[src/rtl/datamemory_master.sv]
// Load/store initiator for the word-addressed datamemory port.
// Sub-word stores are performed as read-modify-write; sub-word loads are extracted and extended.
module datamemory_master #(
    parameter int DATA_W   = 32,
    parameter int ADDR_W   = 32,
    parameter int READ_LAT = 1
) (
    input  logic              Clk,
    input  logic              rst,
    input  logic              req_valid,
    output logic              req_ready,
    input  logic              req_wr,
    input  logic [1:0]        req_size,
    input  logic              req_signed,
    input  logic [ADDR_W-1:0] req_addr,
    input  logic [DATA_W-1:0] req_wdata,
    output logic              rsp_valid,
    input  logic              rsp_ready,
    output logic [DATA_W-1:0] rsp_rdata,
    output logic              rsp_err,
    output logic [ADDR_W-1:0] mem_Addr,
    output logic              mem_We,
    output logic [DATA_W-1:0] mem_Data_in,
    input  logic [DATA_W-1:0] mem_Data_out
);
    typedef enum logic [1:0] {IDLE, READ, WRITE, RESP} state_t;

    localparam logic [1:0] SZ_BYTE = 2'b00;
    localparam logic [1:0] SZ_HALF = 2'b01;
    localparam logic [1:0] SZ_WORD = 2'b10;
    localparam logic [1:0] SZ_ILL  = 2'b11;
    localparam logic [2:0] LAST_RD = 3'(READ_LAT - 1);

    state_t            state, state_next;
    logic [2:0]        rd_cnt, rd_cnt_next;
    logic              wr_q, wr_next;
    logic [1:0]        size_q, size_next;
    logic              sgn_q, sgn_next;
    logic [1:0]        off_q, off_next;
    logic [15:0]       wdata_q, wdata_next;
    logic [ADDR_W-1:0] addr_next;
    logic [DATA_W-1:0] din_next, rdata_next;
    logic              err_next;
    logic              misaligned;
    logic [7:0]        byte_lane;
    logic [15:0]       half_lane;
    logic [DATA_W-1:0] load_data, merge_data, lane_mask, lane_data;

    assign req_ready = (state == IDLE);
    assign rsp_valid = (state == RESP);
    assign mem_We    = (state != WRITE);

    assign misaligned = (req_size == SZ_ILL) ||
                        (req_size == SZ_HALF && req_addr[0]) ||
                        (req_size == SZ_WORD && req_addr[1:0] != 2'b00);

    // Lane extraction for loads and lane replacement for read-modify-write stores
    always_comb begin
        byte_lane = 8'(mem_Data_out >> {off_q, 3'b000});
        half_lane = 16'(mem_Data_out >> {off_q[1], 4'b0000});
        load_data = mem_Data_out;
        lane_mask = '0;
        lane_data = '0;
        case (size_q)
            SZ_BYTE: begin
                load_data = {{(DATA_W-8){sgn_q & byte_lane[7]}}, byte_lane};
                lane_mask = {{(DATA_W-8){1'b0}}, 8'hFF} << {off_q, 3'b000};
                lane_data = {{(DATA_W-8){1'b0}}, wdata_q[7:0]} << {off_q, 3'b000};
            end
            SZ_HALF: begin
                load_data = {{(DATA_W-16){sgn_q & half_lane[15]}}, half_lane};
                lane_mask = {{(DATA_W-16){1'b0}}, 16'hFFFF} << {off_q[1], 4'b0000};
                lane_data = {{(DATA_W-16){1'b0}}, wdata_q} << {off_q[1], 4'b0000};
            end
            default: ;
        endcase
        merge_data = (mem_Data_out & ~lane_mask) | lane_data;
    end

    always_comb begin
        state_next  = state;
        rd_cnt_next = rd_cnt;
        wr_next     = wr_q;
        size_next   = size_q;
        sgn_next    = sgn_q;
        off_next    = off_q;
        wdata_next  = wdata_q;
        addr_next   = mem_Addr;
        din_next    = mem_Data_in;
        rdata_next  = rsp_rdata;
        err_next    = rsp_err;
        case (state)
            IDLE: begin
                if (req_valid) begin
                    wr_next     = req_wr;
                    size_next   = req_size;
                    sgn_next    = req_signed;
                    off_next    = req_addr[1:0];
                    wdata_next  = req_wdata[15:0];
                    rd_cnt_next = '0;
                    rdata_next  = '0;
                    err_next    = 1'b0;
                    // Errors skip the memory entirely so the bus keeps its previous address
                    if (misaligned) begin
                        err_next   = 1'b1;
                        state_next = RESP;
                    end else begin
                        addr_next = {2'b00, req_addr[ADDR_W-1:2]};
                        if (req_wr && req_size == SZ_WORD) begin
                            din_next   = req_wdata;
                            state_next = WRITE;
                        end else begin
                            state_next = READ;
                        end
                    end
                end
            end
            READ: begin
                if (rd_cnt == LAST_RD) begin
                    if (wr_q) begin
                        din_next   = merge_data;
                        state_next = WRITE;
                    end else begin
                        rdata_next = load_data;
                        state_next = RESP;
                    end
                end else begin
                    rd_cnt_next = rd_cnt + 3'd1;
                end
            end
            WRITE: state_next = RESP;
            RESP: begin
                if (rsp_ready) state_next = IDLE;
            end
            default: state_next = IDLE;
        endcase
    end

    always_ff @(posedge Clk or negedge rst) begin
        if (!rst) begin
            state       <= IDLE;
            rd_cnt      <= '0;
            wr_q        <= 1'b0;
            size_q      <= '0;
            sgn_q       <= 1'b0;
            off_q       <= '0;
            wdata_q     <= '0;
            mem_Addr    <= '0;
            mem_Data_in <= '0;
            rsp_rdata   <= '0;
            rsp_err     <= 1'b0;
        end else begin
            state       <= state_next;
            rd_cnt      <= rd_cnt_next;
            wr_q        <= wr_next;
            size_q      <= size_next;
            sgn_q       <= sgn_next;
            off_q       <= off_next;
            wdata_q     <= wdata_next;
            mem_Addr    <= addr_next;
            mem_Data_in <= din_next;
            rsp_rdata   <= rdata_next;
            rsp_err     <= err_next;
        end
    end
endmodule

[config.mk]
export PLATFORM = sky130hd
export DESIGN_NAME = datamemory_master
export DESIGN_NICKNAME = d
export VERILOG_FILES = /design/src/rtl/datamemory_master.sv
export SDC_FILE = /design/constraint.sdc
export NUM_CORES = 1
export LEC_CHECK = 0
export ABC_AREA = 1
export BUFFER_PORTS_ARGS = -buffer_cell sky130_fd_sc_hd__buf_4
export CORE_MARGIN = 3
export CORE_UTILIZATION = 37
export DETAILED_ROUTE_END_ITERATION = 16
export SLEW_MARGIN = 20
export SYNTH_ARGS = -nofsm -noshare
export SYNTH_HDL_FRONTEND = slang
export SYNTH_SLANG_ARGS = --single-unit
[constraint.sdc]
create_clock -name Clk -period 3.1 [get_ports Clk]
set_input_delay 0.465 -clock Clk [delete_from_list [all_inputs] [get_ports Clk]]
set_output_delay 0.465 -clock Clk [all_outputs]
set_load 0.02 [all_outputs]
After elaboration in Yosys (flattened, before gate mapping)
Index checks and enable logic that the tools add are counted.
{"block": "op_classes", "n_addsub": 1, "n_eq_ne": 16, "shift": 6, "muxes": 24, "n_bitwise": 6, "reduce_logical": 16}
{"operator": "$pmux 32 s2", "count": 5}
{"operator": "$mux 32", "count": 8}
{"operator": "$and 32x32->32", "count": 1}
{"operator": "$not 32->32", "count": 1}
{"operator": "$or 32x32->32", "count": 1}
{"operator": "$shl 16x5->32", "count": 1}
{"operator": "$shl 16x5->32 const A", "count": 1}
{"operator": "$shl 8x5->32", "count": 1}
{"operator": "$shl 8x5->32 const A", "count": 1}
{"operator": "$shr 32x5->16", "count": 1}
{"operator": "$shr 32x5->8", "count": 1}
{"operator": "$ne 2x2->1 const B", "count": 7}
{"operator": "$mux 2", "count": 5}
{"operator": "$reduce_and 3->1", "count": 3}
{"operator": "$eq 2x2->1 const B", "count": 4}
{"operator": "$pmux 2 s4", "count": 1}
{"operator": "$eq 2x1->1 const B", "count": 3}
{"operator": "$mux 3", "count": 2}
{"operator": "$pmux 3 s2", "count": 1}
{"operator": "$reduce_and 6->1", "count": 1}
{"operator": "$logic_not 2->1", "count": 2}
{"operator": "$ne 2x1->1 const B", "count": 2}
{"operator": "$reduce_and 4->1", "count": 1}
{"operator": "$reduce_bool 2->1", "count": 2}
{"operator": "8 further kinds", "count": 13}
{"block": "totals", "register_bits": 122, "input_bits": 104}

Longest topological paths before layout
{"block": "logic_depth", "word_depth": 8, "ltp_mapped": 11, "ltp_nobuf": 10}

Least setup slack after synthesis
OpenSTA, ideal clock, no wires.
{"block": "synth_timing", "kind": "register to register", "startpoint": "register state[0]", "endpoint": "register mem_Data_in[24]", "setup_ns": 0.117, "arrival_ns": 1.870, "path_slack_ns": 1.113, "path_stages_with_launch": 12, "period_less_slack_ns": 1.987, "cell_sequence": "dfrtp_1 > inv_1 > ha_1 > nand2_1 > o21ai_1 > nand2_1 > nor2_4 > nand2_1 > buf_4 > buf_6 > nand2_1 > nand2_1"}
{"block": "synth_via", "elab_chain_cells": 3, "elab_cells_between_ends": 10, "cone_classes": "eq/ne (6); mux (1); reduce/logical (3)"}
{"element": "from (decl)", "line_no": "34", "text": "state_t state, state_next;"}
{"element": "from (signal assigned)", "line_no": "153", "text": "state <= state_next;"}
{"element": "$logic_not 2->1 *"}
{"element": "net req_ready", "line_no": "11", "text": "output logic req_ready,"}
{"element": "$ne 2x1->1 (no source line), or another cell as far along"}
{"element": "$reduce_and 6->1 (no source line)"}
{"element": "to (signal assigned)", "line_no": "161", "text": "mem_Data_in <= din_next;"}
{"element": "to (decl)", "line_no": "23", "text": "output logic [DATA_W-1:0] mem_Data_in,"}
The timed path passes the listed nets; every way through them passes the cells marked *.
A chain may end at the register's enable or synchronous reset.

Final worst setup path
{"block": "layout_timing", "startpoint": "register state[1]", "endpoint": "register mem_Addr[0]"}
{"block": "layout_via", "elab_chain_cells": 2}
{"element": "$logic_not 2->1", "line_no": "92", "text": "case (state)"}
{"element": "$reduce_and 3->1 (no source line)"}
{"element": "to (signal assigned)", "line_no": "160", "text": "mem_Addr <= addr_next;"}
{"element": "to (decl)", "line_no": "21", "text": "output logic [ADDR_W-1:0] mem_Addr,"}
No other way between the ends.

==> results.py <==
metrics = {
    "sta": {
        "worst_slack_ps": 545,
        "rsz0062_at_grt": "no",
        "worst_pin_slew_ps": 845,
        "maxSlewViolCount": 0,
        "fin_crit_sh": 0.824,
        "fmax_mhz": 391,
        "fin_crit_ps": 2550,
        "slew_headroom": 0.436,
        "setup_viol": 0,
        "finClkSkew_ps": 10.2,
        "tns_ps": 0,
        "final_hold_viol_count": 0,
    },
    "detailed_routing": {
        "dr.max_layer_used": "met4",
        "wl_met1_um": 9510,
        "drc": 0,
        "first_iter_violations": 646,
        "dr.pass1.iters": 5,
        "route.met2.wl_um": 10100,
        "route.met3.wl_um": 2030,
        "via_count": 6903,
        "viasPerCell": 4.94,
        "antenna_left": 0,
        "totalWireLength_um": 22100,
        "wl_per_cell_um": 15.8,
    },
    "global_route": {
        "grt_pass1_vias": 6615,
        "grt_antenna_before_repair": 0,
        "grt_usage": 0.224,
        "grt_max_degree": 55,
        "grt_pass1_wl_um": 35100,
        "grt-ovfl-total": 0,
    },
    "finish": {
        "finalNetCount": 1274,
        "fillers": 1829,
        "n_antenna_cell": 0,
        "stdcell_count": 1396,
        "syn2layout_area_growth_pct": 33.9,
        "drive_gt1_frac": 0.227,
        "final_cell_area_um2": 9020,
        "multiInputGateArea_um2": 3230,
        "ff_latch_area_um2": 3050,
    },
    "synthesis": {
        "ys_warn_count": 0,
        "synth_area_um2": 6740,
        "synth.top_cell.area_share": 0.453,
        "syn_avg_cell_area_um2": 6.87,
        "async_flop_share": 1.00,
        "synthCells": 980,
        "synth_enable_flop_cells": 0,
        "ys.flop_type": "dfrtp_1",
        "ys_seq_area_frac": 0.453,
        "ys_types": 26,
        "ys_seq_elements": 122,
        "synthTopCellsByArea": "dfrtp_1 (45%), nand2_1 (25%), nand3_1 (7.3%), nor2_1 (3.8%), o21ai_0 (3.2%)",
        "synth.largest_area_cell": "dfrtp_1",
    },
    "placed_design": {
        "pre_cts_slack_ps": 556,
        "place_hpwl_um": 16400,
        "port_buffers": 201,
        "globalplace.congestion": 0.897,
        "dp_cells": 1369,
        "placed_area_um2": 8440,
    },
    "cts": {
        "hold_buffers": 0,
        "cts_made_buffers": 17,
        "clockBufferDepth": 2,
        "root_buffer": "clkbuf_16",
        "clock-sinks": 122,
        "cts_max_level": 4,
        "cts_tree": "yes",
        "worstSkewPairLatency_ps": 420,
        "clkTransAtPathRegs_ps": 50,
        "cts_resized": 0,
        "cts_setup_buffers": 0,
    },
    "critical_path": {
        "critPathKind": "flip-flop to flip-flop",
        "path_buf_inv": 5,
        "crit_arrival_ps": 2910,
        "crit_slowest_cell": "inv_1",
        "crit_family": "buffers and inverters",
        "cp_cell_sequence": "inv_1 -> ha_1 -> nand2_1 -> buf_4 -> inv_1 -> nand2_1 -> inv_1 -> buf_4 -> nand2_1 -> nand2_1",
        "worst_ep_required_time_ps": 3460,
        "start_kind": "flip-flop",
        "crit_path_max_incr_delay_ps": 410,
        "cp-end-kind": "flip-flop",
        "path_max_fanout": 33,
        "critPathMostFrequentCell": "nand2_1",
    },
    "floorplanning": {
        "die_h_um": 141,
        "ios": 204,
        "core-area_um2": 17500,
        "die-width_um": 141,
        "dieArea_um2": 19900,
        "start_util": 0.384,
        "num_rows": 48,
    },
    "flow_run": {
        "drv_cap": 0,
    },
    "pwr": {
        "combPwrFrac": 0.516,
        "p_leak_uw": 0.00498,
        "p_switching_uw": 4660,
        "pwr_density_cell_nw_per_um2": 1140,
        "vdd_drop_max_mv": 0.541,
        "intPower_uw": 5600,
        "pwr-share-seq": 0.293,
        "p_clk_frac": 0.191,
        "p_sw_frac": 0.454,
    },
    "hold_path": {
        "min_path_type": "primary input to asynchronous set/reset pin",
    },
    "run_status": {
        "outcome": "finished, final reports clean",
    },
}
synthesized netlist by cell type, types with 7 or more instances:
library cell / count
nor2_1: 69
dfrtp_1: 122
a21oi_1: 13
nand3_1: 98
o21ai_0: 43
buf_2: 17
ha_1: 7
nand4_1: 22
nand2_1: 455
clkbuf_1: 29
o21ai_1: 15
inv_1: 54
or2_2: 10
flip-flops by register name, summed over array words and instances, names as in the netlist:
name / count
rd_cnt: 3
mem_Data_in: 32
wdata_q: 16
off_q: 2
wr_q: 1
mem_Addr: 30
rsp_err: 1
state: 2
rsp_rdata: 32
size_q: 2
sgn_q: 1
final cells by class:
class                           count  area share
Tap cell                          225      0.0312
Inverter                           59      0.0247
Clock buffer                       25      0.0572
Multi-Input combinational cell    747       0.358
Sequential cell                   122       0.338
Timing Repair Buffer              216       0.184
Clock inverter                      2     0.00666
logic make-up after synthesis:
family,count (synthesis),synth area share
and+or+nand+nor,663,0.407
DFF,122,0.453
buffers and inverters,112,0.0685
AOI/OAI and AO/OA,73,0.0550
adders and majority gates,7,0.0130
other,1,0.000557
xor gates and xnor gates,1,0.00130
muxes,1,0.00149
worst paths after layout:
check                      cells past startpoint  slack, ps        endpoint      startpoint
max in group asynchronous                      2       2350  mem_Data_in[9]             rst
min reg2reg                                    2        480  mem_Data_in[0]  mem_Data_in[0]
min in group Clk                               3        240     mem_Addr[4]     req_addr[6]
min                                            1         80   rsp_rdata[30]             rst
max                                           10        550     mem_Addr[0]        state[1]
max reg2reg                                   10        550     mem_Addr[0]        state[1]
through the flow:
step	hold WS, ps	power [uW]	util
CTS	84.8	10300	0.514
detailed placement	466	8310	0.482
floorplan	169	6280	-
finish	78.0	10300	0.514
global placement	465	8270	0.482
global route	117	11000	0.514
layout by cell type, fill, tap and decap left out, types with 2 or more instances in the layout:
cell type / count
a21oi_1: 13
buf_12: 3
buf_4: 213
bufinv_16: 2
clkbuf_1: 2
clkbuf_16: 17
clkbuf_8: 6
conb_1: 2
dfrtp_1: 122
ha_1: 7
inv_1: 54
inv_2: 4
nand2_1: 455
nand2_2: 3
nand3_1: 98
nand3_2: 3
nand4_1: 22
nor2_1: 69
nor2_4: 3
o21ai_0: 43
o21ai_1: 14
or2_2: 10
power by group through the flow:
stage	combinational (uW)	sequential, uW	clock, uW
6_report	5280	3010	1960
5_1_grt	5880	3110	2060
4_1_cts	5310	3010	2000
3_5_place_dp	5300	3010	0
3_3_place_gp	5270	3000	0
2_1_floorplan	2690	3590	0
routing by layer:
layer | up-vias | GRT usage
met3 | 30 | 0.0719
li1 | 3443 | -
met4 | 0 | 0.0719
met1 | 3146 | 0.294
met5 | - | 0
met2 | 284 | 0.352
worst register-to-register path, stage by stage (launching register included):
cell     delay, ps
dfrtp_1        390
inv_1          130
ha_1           250
nand2_1         90
buf_4          230
inv_1          420
nand2_1        380
inv_1          120
buf_4          310
nand2_1        110
nand2_1         70
Power figures use the tool's default switching activity.
